### config.mk
export PLATFORM = sky130hd
export DESIGN_NAME = bus_sequencer
export DESIGN_NICKNAME = d
export VERILOG_FILES = /design/src/rtl/constants_pkg.sv /design/src/rtl/bus_req_fifo.sv /design/src/rtl/bus_sequencer.sv
export SDC_FILE = /design/constraint.sdc
export NUM_CORES = 1
export LEC_CHECK = 0
export ABC_AREA = 0
export CORE_ASPECT_RATIO = 0.75
export CORE_MARGIN = 2
export CORE_UTILIZATION = 55
export DETAILED_ROUTE_END_ITERATION = 8
export GPL_ROUTABILITY_DRIVEN = 0
export HOLD_SLACK_MARGIN = 0.08
export PLACE_DENSITY = 0.79
export SLEW_MARGIN = 20
export SYNTH_ARGS = -nofsm -noshare
export SYNTH_HDL_FRONTEND = slang
export SYNTH_SLANG_ARGS = --single-unit
### constraint.sdc
create_clock -name i_Clk -period 5.36 [get_ports i_Clk]
set_clock_uncertainty 0.05 [all_clocks]
set_input_delay 1.072 -clock i_Clk [delete_from_list [all_inputs] [get_ports i_Clk]]
set_output_delay 1.072 -clock i_Clk [all_outputs]
set_load 0.03 [all_outputs]
### src/rtl/constants_pkg.sv
// Shared types and constants for the Argon bus sequencer.
// Latency: n/a (declarations only).
// Backpressure: n/a.
//
// Optional feature macro: BUS_SEQ_TIMEOUT_EN adds the ERROR state.
package constants_pkg;

    // ID_NONE must land in the switch's default branch so nothing is routed.
    localparam logic [3:0] ID_NONE = 4'hF;
    localparam logic [3:0] CMD_NOP = 4'h0;

    typedef struct packed {
        logic [3:0] src_id;
        logic [3:0] src_cmd;
        logic [3:0] dst_id;
        logic [3:0] dst_cmd;
    } bus_xfer_t;

    // Value driven onto the switch controls whenever no transfer is in flight.
    localparam bus_xfer_t IDLE_XFER = '{
        src_id:  ID_NONE,
        src_cmd: CMD_NOP,
        dst_id:  ID_NONE,
        dst_cmd: CMD_NOP
    };

    typedef enum logic [1:0] {
        S_IDLE   = 2'd0,
        S_ACTIVE = 2'd1
`ifdef BUS_SEQ_TIMEOUT_EN
        ,
        S_ERROR  = 2'd2
`endif
    } bus_seq_state_t;

endpackage

### src/rtl/bus_req_fifo.sv
// Request FIFO of bus_xfer_t entries; head is visible combinationally.
// Latency: a push is visible at the head one cycle later; no fall-through.
// Backpressure: caller must not push when full nor pop when empty.
//
// Ports: clk/rst (async active-high), push/push_data, pop/head,
//        full, empty, count (occupancy, one bit wider than the pointers).
module bus_req_fifo
    import constants_pkg::*;
#(
    parameter int DEPTH = 4
) (
    input  logic                   clk,
    input  logic                   rst,
    input  logic                   push,
    input  bus_xfer_t              push_data,
    input  logic                   pop,
    output bus_xfer_t              head,
    output logic                   full,
    output logic                   empty,
    output logic [$clog2(DEPTH):0] count
);

    localparam int AW = $clog2(DEPTH);
    localparam int CW = AW + 1;

    bus_xfer_t      mem [DEPTH];
    logic [AW-1:0]  wr_ptr;
    logic [AW-1:0]  rd_ptr;

    // Storage carries no reset; only entries below count are ever read.
    always_ff @(posedge clk) begin
        if (push) begin
            mem[wr_ptr] <= push_data;
        end
    end

    // DEPTH is a power of two, so pointers wrap naturally.
    always_ff @(posedge clk or posedge rst) begin
        if (rst) begin
            wr_ptr <= '0;
            rd_ptr <= '0;
            count  <= '0;
        end else begin
            if (push) begin
                wr_ptr <= wr_ptr + AW'(1);
            end
            if (pop) begin
                rd_ptr <= rd_ptr + AW'(1);
            end
            count <= count + CW'(push) - CW'(pop);
        end
    end

    assign head  = mem[rd_ptr];
    assign full  = (count == CW'(DEPTH));
    assign empty = (count == '0);

endmodule

### src/rtl/bus_sequencer.sv
// Issues queued unit-bus transfers to the switch one at a time.
// Latency: enqueue into an empty FIFO at edge N drives the switch after edge N+1.
// Backpressure: o_req_ready drops when the FIFO is full (or in reset); no pass-through.
//
// Ports: i_Clk, i_Reset (async active-high); request handshake i_req_valid/o_req_ready
//        with i_req_{src,dst}_{id,cmd}; switch controls o_write_id/o_write_command/
//        o_read_id/o_read_command; i_bus_valid completes a transfer; status o_busy,
//        o_done (one-cycle pulse), o_error (sticky) and i_clear_error.
// Optional feature macro: BUS_SEQ_TIMEOUT_EN (stall timeout, ERROR state, o_error).
module bus_sequencer
    import constants_pkg::*;
#(
    parameter int FIFO_DEPTH     = 4,
    parameter int TIMEOUT_CYCLES = 16
) (
    input  logic       i_Clk,
    input  logic       i_Reset,
    input  logic       i_req_valid,
    output logic       o_req_ready,
    input  logic [3:0] i_req_src_id,
    input  logic [3:0] i_req_src_cmd,
    input  logic [3:0] i_req_dst_id,
    input  logic [3:0] i_req_dst_cmd,
    output logic [3:0] o_write_id,
    output logic [3:0] o_write_command,
    output logic [3:0] o_read_id,
    output logic [3:0] o_read_command,
    input  logic       i_bus_valid,
    output logic       o_busy,
    output logic       o_done,
    output logic       o_error,
    input  logic       i_clear_error
);

    localparam int CW = $clog2(FIFO_DEPTH) + 1;

    bus_seq_state_t state;
    bus_seq_state_t state_nxt;
    bus_xfer_t      req;
    bus_xfer_t      head;
    bus_xfer_t      xfer_q;
    logic           push;
    logic           pop;
    logic           full;
    logic           empty;
    logic           done_nxt;
    logic [CW-1:0]  count;
    logic [CW-1:0]  count_nxt;

    assign req = '{
        src_id:  i_req_src_id,
        src_cmd: i_req_src_cmd,
        dst_id:  i_req_dst_id,
        dst_cmd: i_req_dst_cmd
    };

    // Ready looks only at the registered count, so a pop never frees a slot
    // in the same cycle.
    assign o_req_ready = !full && !i_Reset;
    assign push        = i_req_valid && o_req_ready;
    assign count_nxt   = count + CW'(push) - CW'(pop);

    bus_req_fifo #(
        .DEPTH (FIFO_DEPTH)
    ) u_fifo (
        .clk       (i_Clk),
        .rst       (i_Reset),
        .push      (push),
        .push_data (req),
        .pop       (pop),
        .head      (head),
        .full      (full),
        .empty     (empty),
        .count     (count)
    );

`ifdef BUS_SEQ_TIMEOUT_EN
    localparam int             TW        = $clog2(TIMEOUT_CYCLES + 1);
    localparam logic [TW-1:0]  TMO_LIMIT = TW'(TIMEOUT_CYCLES);

    logic [TW-1:0] tmo_cnt;

    // Counts stalled ACTIVE edges; saturates at the limit instead of wrapping.
    always_ff @(posedge i_Clk or posedge i_Reset) begin
        if (i_Reset) begin
            tmo_cnt <= '0;
        end else if (pop) begin
            tmo_cnt <= '0;
        end else if (state == S_ACTIVE && !i_bus_valid && tmo_cnt != TMO_LIMIT) begin
            tmo_cnt <= tmo_cnt + TW'(1);
        end
    end

    always_ff @(posedge i_Clk or posedge i_Reset) begin
        if (i_Reset) begin
            o_error <= 1'b0;
        end else if (state == S_ACTIVE && state_nxt == S_ERROR) begin
            o_error <= 1'b1;
        end else if (state == S_ERROR && i_clear_error) begin
            o_error <= 1'b0;
        end
    end
`else
    localparam int unused_timeout = TIMEOUT_CYCLES;
    logic unused_clear;
    assign unused_clear = i_clear_error;
    assign o_error      = 1'b0;
`endif

    // Leaving ACTIVE always passes through IDLE, which gives the mandatory
    // one-cycle ID_NONE/CMD_NOP gap between transfers.
    always_comb begin
        state_nxt = state;
        pop       = 1'b0;
        done_nxt  = 1'b0;
        case (state)
            S_IDLE: begin
                if (!empty) begin
                    pop       = 1'b1;
                    state_nxt = S_ACTIVE;
                end
            end
            S_ACTIVE: begin
                if (i_bus_valid) begin
                    state_nxt = S_IDLE;
                    done_nxt  = 1'b1;
                end
`ifdef BUS_SEQ_TIMEOUT_EN
                else if (tmo_cnt == TMO_LIMIT) begin
                    state_nxt = S_ERROR;
                end
`endif
            end
`ifdef BUS_SEQ_TIMEOUT_EN
            S_ERROR: begin
                if (i_clear_error) begin
                    state_nxt = S_IDLE;
                end
            end
`endif
            default: state_nxt = S_IDLE;
        endcase
    end

    always_ff @(posedge i_Clk or posedge i_Reset) begin
        if (i_Reset) begin
            state  <= S_IDLE;
            xfer_q <= IDLE_XFER;
            o_done <= 1'b0;
            o_busy <= 1'b0;
        end else begin
            state  <= state_nxt;
            o_done <= done_nxt;
            o_busy <= (state_nxt != S_IDLE) || (count_nxt != '0);
            if (pop) begin
                xfer_q <= head;
            end else if (state_nxt != S_ACTIVE) begin
                xfer_q <= IDLE_XFER;
            end
        end
    end

    assign o_write_id      = xfer_q.src_id;
    assign o_write_command = xfer_q.src_cmd;
    assign o_read_id       = xfer_q.dst_id;
    assign o_read_command  = xfer_q.dst_cmd;

endmodule

# == After elaboration in Yosys (flattened, before gate mapping) ==
# Memory sizes are Yosys's and may differ from the RTL's.
# Index checks and enable logic that the tools add are counted.
# totals
register_bits,27
mem_bits_rw,64
input_bits,21
wordCells,39
n_memories,1
# mem_list
memory,words,word_bits,rd,rd_clocked_by_memory_dff,wr,line,source
u_fifo.mem,4,16,1,0,1,bus_req_fifo.sv:26,bus_xfer_t mem [DEPTH];
# op_classes
n_addsub,4
n_eq_ne,3
n_mux,11
reduce_logical,10
# ops
op,count
2-to-1 mux 16 bit,2
2-to-1 mux 1 bit,6
adder 2 x 1 -> 2 bit (second input constant),2
2-to-1 mux 2 bit,2
case mux 2 bit (2 select lines),1
nonzero test 2 bit,2
adder 3 x 1 -> 3 bit,1
equality test 3 bit (second input constant),1
logical NOT 3 bit,1
nonzero test 3 bit,1
subtractor 3 x 1 -> 3 bit,1
equality test 2 x 1 -> 1 bit (second input constant),1
logical AND 1 bit,2
logical NOT 1 bit,2
logical NOT 2 bit,1
!= test 2 x 1 -> 1 bit (second input constant),1
logical OR 1 bit,1

# == Logic depth before layout (Yosys ltp) ==
# Gate-level depths: netlist (run 1).
# logic_depth
depth_word,8
depth_mapped,9
mapped_depth_nobuf,8

# == By module ==
# From an unflattened synthesis (run 1), not the netlist that was laid out.
# hier_totals
hier_cells,177
hier_area_um2,3595.9
# modules_own_cells
module,n_inst,cells_each,area_per_inst_um2,seq_area_each_um2
bus_req_fifo,1,119,2742.6,2097.0
bus_sequencer,1,58,853.3,510.5

# == Worst setup path before layout (run 1) ==
# Ideal clock, no wire load.
# synth_path
path_type,input to register
start,input port i_Reset
end,register o_busy
setup_ps,139
t_arrival_ps,2648
slack_ps,2523
cell_stages,5
n_path_buf,0
path_cell_list,nand2b_1 -> a21oi_1 -> ha_1 -> fa_1 -> or4_1
# synth_via
elab_chain_cells,7
# synth_lines
element,line,source
"start, declared",bus_sequencer.sv:17,"input logic i_Reset,"
logical NOT 1 bit (no line),--,
logical AND 1 bit,bus_sequencer.sv:59,assign o_req_ready = !full && !i_Reset;
logical AND 1 bit,bus_sequencer.sv:60,assign push = i_req_valid && o_req_ready;
via push,bus_sequencer.sv:42,logic push;
adder 3 x 1 -> 3 bit,bus_sequencer.sv:61,assign count_nxt = count + CW'(push) - CW'(pop);
subtractor 3 x 1 -> 3 bit,bus_sequencer.sv:61,
via count_nxt[1],bus_sequencer.sv:48,logic [CW-1:0] count_nxt;
nonzero test 3 bit,bus_sequencer.sv:154,o_busy <= (state_nxt != S_IDLE) || (count_nxt != '0);
logical OR 1 bit,bus_sequencer.sv:154,
"end signal, assigned",bus_sequencer.sv:154,
"end, declared",bus_sequencer.sv:29,"output logic o_busy,"
# The timed path passes the listed nets, and every way through them passes these cells.
# A chain may end at the register's enable or synchronous reset.

# == Worst setup path after layout (run 1) ==
# layout_path
start,input port i_Reset
end,output port o_req_ready
# layout_via
elab_chain_cells,2
# layout_lines
element,line,source
logical NOT 1 bit (no line),--,
logical AND 1 bit,bus_sequencer.sv:59,
"end, declared",bus_sequencer.sv:19,"output logic o_req_ready,"
# No other way between the ends.

==> results.json, run 1 <==
{
  "placedInstanceArea_um2": 3890,
  "cp_cell_sequence": "clkdlybuf4s50_1 > a21oi_1 > clkdlybuf4s50_1",
  "avgSynthCellArea_um2": 20.1,
  "cts_resized": 0,
  "nets": 240,
  "die_h_um": 72.5,
  "drive_gt1_share_pct": 19.7,
  "max_cap_violations": 0,
  "overflow": 0,
  "io_buffers": 38,
  "postCtsHoldBufs": 0,
  "rsz0062_at_grt": "no",
  "htree_levels": 3,
  "vias": 1693,
  "slew_viol_final": 0,
  "ant_nets": 0,
  "clk_latency_ns": 0.35,
  "power_density_nw_per_um2": 489,
  "fill_cells": 381,
  "p_leak_nw": 1.43,
  "crit_type": "input port to output pin",
  "io_pins": 41,
  "final_cell_mix": "64 x edfxtp_1, 38 x clkdlybuf4s50_1, 18 x dfrtp_1, 16 x mux4_2, 9 x clkbuf_8",
  "route.detailed.drc": 0,
  "cp-end-kind": "output pin",
  "tns_ns": 0,
  "final_common_cell": "edfxtp_1",
  "synth_cell_types": 30,
  "fin_crit_ns": 3.46,
  "ff_latch_area_um2": 2610,
  "wirelength_um": 5840,
  "ys.flop_type": "edfxtp_1",
  "drt_iter0_drc": 129,
  "cts_root_buffer": "clkbuf_8",
  "crit_fanout": 3,
  "cts_made_buffers": 9,
  "final_area_um2": 4090,
  "start_kind": "input port",
  "status": "finished clean",
  "max_slew.worst_pin.slew_ns": 0.888,
  "slew_headroom_pct": 40.8,
  "die-area_um2": 6910,
  "crit_top_cell": "clkdlybuf4s50_1",
  "critPathArrivalTime_ns": 2.34,
  "grtUsageTotal_pct": 19.4,
  "total_power_mw": 2.00,
  "grt_max_degree": 28,
  "postSynth.asyncResetShare_pct": 29.7,
  "placed_cells": 280,
  "ys_warn_count": 0,
  "max_freq_mhz": 289,
  "viasPerCell": 5.72,
  "period_share_pct": 64.5,
  "critPathTopFamily": "buffers and inverters",
  "first_pass_iters": 4,
  "vdd_drop_max_v": 0.000220,
  "postSynthCellCount": 171,
  "cts_tree": "built",
  "slowest_delay_ns": 0.68,
  "grt_pass1_wl_um": 9380,
  "seq_area_frac_synth_pct": 75.8,
  "cts.sink_count": 91,
  "instances_no_fill": 296,
  "hold_viol_final": 0,
  "hp-class": "flip-flop to flip-flop",
  "dieWidth_um": 95.3,
  "hpwl_um": 3700,
  "slowest_stage": "clkdlybuf4s50_1",
  "path_buf_inv": 2,
  "ys_ff_latch": 91,
  "start_util_pct": 58.2,
  "diodes": 0,
  "synthesis.area_um2": 3440,
  "setup_viol": 0,
  "wl_per_cell_um": 19.7,
  "synth-edff-count": 64,
  "cts.clk_slew.worst_paths_ns": 0.08,
  "cts_max_path_buffers": 2,
  "multi_input_area_um2": 786,
  "area_delta_synth_final_pct": 18.8,
  "antenna_found_initial": 0,
  "row_count": 24,
  "cp_data_required_time_ns": 4.24,
  "grt_pass1_vias": 1824,
  "post_cts_buffers": 0,
  "core_um2": 5920
}
-- routing by layer --
| layer | vias up | global-route usage, % | wire length (µm) |
|---|---|---|---|
| li1 | 753 | - | - |
| met1 | 874 | 23.8 | 2290 |
| met2 | 60 | 33.3 | 3110 |
| met3 | 6 | 6.02 | 385 |
| met4 | 0 | 6.28 | 63 |
| met5 | - | 0 | 0 |
-- synthesized netlist by cell type, types with 4 or more instances --
master | count | area share, %
a22o_1 | 8 | 2.0
and2_1 | 5 | 0.91
dfrtp_1 | 19 | 14
dfstp_2 | 8 | 6.1
edfxtp_1 | 64 | 56
ha_1 | 5 | 1.8
inv_1 | 4 | 0.44
mux4_2 | 16 | 10
o22a_1 | 7 | 1.8
xnor2_1 | 4 | 1.0
-- path summary, 6_finish.rpt --
check | start | to | slack [ns] | depth (start not counted)
max in group asynchronous | i_Reset | u_fifo.rd_ptr[0]$_DFFE_PP0P_ | 3.74 | 2
min reg2reg | o_read_command[0]$_DFFE_PP0P_ | o_read_command[0]$_DFFE_PP0P_ | 0.46 | 1
min in group asynchronous | i_Reset | o_done$_DFF_PP0_ | 1.10 | 2
max reg2reg | u_fifo.count[0]$_DFF_PP0_ | o_busy$_DFF_PP0_ | 2.54 | 8
max | i_Reset | o_req_ready | 1.90 | 3
min | o_read_command[0]$_DFFE_PP0P_ | o_read_command[0]$_DFFE_PP0P_ | 0.46 | 1
-- registers in the layout, summed over array words and instances, names as in the netlist --
register         count
o_read_command       4
o_write_id           4
u_fifo.count         3
state                2
o_write_command      4
u_fifo.rd_ptr        2
u_fifo.wr_ptr        2
u_fifo.mem          64
o_read_id            4
o_busy               1
o_done               1
-- worst register-to-register path: cells and delay by family (launching register included) --
family	cells	cell delay [ns]
and+or+nand+nor	3	1.21
DFF	1	0.42
AOI/OAI and AO/OA	1	0.14
adders and majority gates	2	0.58
xor gates and xnor gates	2	0.30
-- per-stage QoR --
stage          utilization, %  worst slack, ns  hold WS [ns]
2_1_floorplan               -             2.52         0.444
3_3_place_gp             65.6             1.93         0.440
6_report                 69.1             1.90         0.456
3_5_place_dp             65.7             1.82         0.441
5_1_grt                  69.1             1.83         0.488
4_1_cts                  69.1             1.92         0.465
-- where the power goes --
| part | switching, mW | internal [mW] | total (mW) |
|---|---|---|---|
| registers | 0.125 | 0.894 | 1.02 |
| logic | 0.246 | 0.277 | 0.523 |
| clock network | 0.237 | 0.219 | 0.456 |
-- layout make-up --
cell class	instances	share of cell area, %
well taps	78	2.39
clock inverters	7	1.87
flip-flops and latches	91	63.8
multi-input cells	69	19.2
clock buffers	9	3.03
repair buffers	38	9.31
inverters	4	0.367
-- cell families after synthesis --
kind of cell	share of synthesized area, %
other	0.109
xor gates and xnor gates	1.27
adders and majority gates	2.40
muxes	10.8
AOI/OAI and AO/OA	5.02
buffers and inverters	1.64
and+or+nand+nor	2.98
DFF	75.8
Power figures use the tool's default switching activity.
==> run 2: changes to the inputs <==
--- a/config.mk
+++ b/config.mk
@@ -8,11 +8,11 @@
 export ABC_AREA = 0
 export CORE_ASPECT_RATIO = 0.75
 export CORE_MARGIN = 2
-export CORE_UTILIZATION = 55
+export CORE_UTILIZATION = 49
 export DETAILED_ROUTE_END_ITERATION = 8
 export GPL_ROUTABILITY_DRIVEN = 0
 export HOLD_SLACK_MARGIN = 0.08
-export PLACE_DENSITY = 0.79
+export PLACE_DENSITY = 0.74
 export SLEW_MARGIN = 20
 export SYNTH_ARGS = -nofsm -noshare
 export SYNTH_HDL_FRONTEND = slang
==> constraint.sdc (replaced) <==
create_clock -name i_Clk -period 2.8 [get_ports i_Clk]
set_clock_uncertainty 0.05 [all_clocks]
set_input_delay 0.56 -clock i_Clk [delete_from_list [all_inputs] [get_ports i_Clk]]
set_output_delay 0.56 -clock i_Clk [all_outputs]
set_load 0.03 [all_outputs]
==> run 2 against run 1 <==
Total power increased by 91%; via count decreased by 1.8%; cell count increased by 6.1%; die area increased by 12%; clock power increased by 78%; core utilization decreased by 7.1 points; worst hold slack improved by 0.0064 ns; critical path depth increased by 5; first-iteration DRC count decreased by 62%; sequential power increased by 78%.
==> results.json, run 2 (synthesis gave the netlist of run 1 again) <==
{
  "status": "finished clean",
  "cp_data_required_time_ns": 2.98,
  "slew_viol_final": 0,
  "die-area_um2": 7720,
  "max_cap_violations": 0,
  "period_share_pct": 90.2,
  "post_cts_buffers": 0,
  "power_density_nw_per_um2": 906,
  "die_h_um": 76.6,
  "p_leak_nw": 1.50,
  "grt_pass1_vias": 1740,
  "ant_nets": 0,
  "htree_levels": 3,
  "first_pass_iters": 4,
  "wl_per_cell_um": 17.5,
  "io_pins": 41,
  "final_common_cell": "edfxtp_1",
  "final_area_um2": 4210,
  "cts.clk_slew.worst_paths_ns": 0.09,
  "nets": 252,
  "vdd_drop_max_v": 0.000421,
  "drive_gt1_share_pct": 22.6,
  "crit_type": "flip-flop to flip-flop",
  "row_count": 26,
  "cp-end-kind": "flip-flop",
  "cts_made_buffers": 9,
  "drt_iter0_drc": 49,
  "fin_crit_ns": 2.52,
  "cts_tree": "built",
  "min_to": "o_read_command[3]$_DFFE_PP0P_",
  "antenna_found_initial": 0,
  "final_cell_mix": "64 x edfxtp_1, 38 x clkdlybuf4s50_1, 19 x dfrtp_1, 16 x mux4_2, 10 x clkbuf_8",
  "diodes": 0,
  "multi_input_area_um2": 781,
  "hold_viol_final": 0,
  "hpwl_um": 3700,
  "core_um2": 6800,
  "placedInstanceArea_um2": 4030,
  "fill_cells": 513,
  "timing.hold.ws_ns": 0.462,
  "postCtsHoldBufs": 0,
  "start_kind": "flip-flop",
  "timing.rr.end": "o_busy$_DFF_PP0_",
  "route.detailed.drc": 0,
  "dieWidth_um": 101,
  "critPathArrivalTime_ns": 2.71,
  "clk_latency_ns": 0.35,
  "largest_reg_flops": 64,
  "regMostFlops": "u_fifo.mem",
  "r2r-start": "u_fifo.count[0]$_DFF_PP0_",
  "grt_pass1_wl_um": 8890,
  "vias": 1663,
  "wirelength_um": 5500,
  "tns_ns": 0,
  "rr_worst_depth": 8,
  "rsz0062_at_grt": "no",
  "cts_root_buffer": "clkbuf_8",
  "r2r_slack_ns": 0.28,
  "hold_depth": 1,
  "crit_fanout": 5,
  "grtUsageTotal_pct": 16.0,
  "io_buffers": 38,
  "instances_no_fill": 314,
  "area_delta_synth_final_pct": 22.5,
  "holdCritStartpoint": "o_read_command[3]$_DFFE_PP0P_",
  "hp-class": "flip-flop to flip-flop",
  "max_freq_mhz": 396,
  "cts_max_path_buffers": 2,
  "setup_viol": 0,
  "grt_max_degree": 28,
  "cts.sink_count": 91,
  "cts_resized": 0,
  "overflow": 0,
  "ff_latch_area_um2": 2610,
  "viasPerCell": 5.30,
  "start_util_pct": 50.6,
  "placed_cells": 298
}
## run 2: report_power, final
part	internal, mW	total, mW	leakage [nW]	switching (mW)
logic	0.595	1.19	0.506	0.591
clock network	0.356	0.813	0.0937	0.457
registers	1.71	1.82	0.901	0.113
total	2.66	3.82	1.50	1.16
## run 2: per-stage QoR
step                worst slack, ns  util [%]  power (mW)
floorplan                     0.232         -        2.64
global placement              0.126      59.3        3.03
detailed placement           0.0842      59.3        3.06
CTS                           0.266      62.0        3.87
global route                  0.117      62.0        4.04
finish                        0.276      62.0        3.82
## run 2: critical path: stages, from the launching register on
cell     delay [ns]
dfrtp_1        0.43
or3_1          0.45
nand2_1        0.11
o21ai_0        0.09
ha_1           0.21
fa_1           0.37
xor2_1         0.16
xnor2_1        0.13
or4_1          0.41
## run 2: layout make-up
type,count,area share [%]
Clock inverter,6,1.13
Tap cell,84,2.49
Timing Repair Buffer,50,12.4
Clock buffer,10,3.27
Multi-Input combinational cell,69,18.5
Sequential cell,91,61.9
Inverter,4,0.356
## run 2: worst max-delay path by stage
stage                                    from          endpoint  cells after the start
detailed placement                    i_Reset  o_busy$_DFF_PP0_                      6
CTS                        state[0]$_DFF_PP0_  o_busy$_DFF_PP0_                      7
finish              u_fifo.count[0]$_DFF_PP0_  o_busy$_DFF_PP0_                      8
global placement                      i_Reset  o_busy$_DFF_PP0_                      8
floorplan           u_fifo.count[0]$_DFF_PP0_  o_busy$_DFF_PP0_                      9
global route               state[0]$_DFF_PP0_  o_busy$_DFF_PP0_                      7
## run 2: routing by layer
layer / wire length (µm) / track usage, % / vias up
li1: - / - / 779
met1: 2490 / 21.3 / 838
met4: 89 / 6.16 / 0
met3: 253 / 5.41 / 9
met2: 2660 / 24.4 / 37
met5: 0 / 0 / -
==> run 3: changes to the inputs <==
--- a/config.mk
+++ b/config.mk
@@ -5,10 +5,10 @@
 export SDC_FILE = /design/constraint.sdc
 export NUM_CORES = 1
 export LEC_CHECK = 0
-export ABC_AREA = 0
 export CORE_ASPECT_RATIO = 0.75
 export CORE_MARGIN = 2
 export CORE_UTILIZATION = 49
+export CTS_CLUSTER_SIZE = 10
 export DETAILED_ROUTE_END_ITERATION = 8
 export GPL_ROUTABILITY_DRIVEN = 0
 export HOLD_SLACK_MARGIN = 0.08
==> results of run 3 <==
Same layout as run 2: the final DEF is identical, and so are final timing and power.
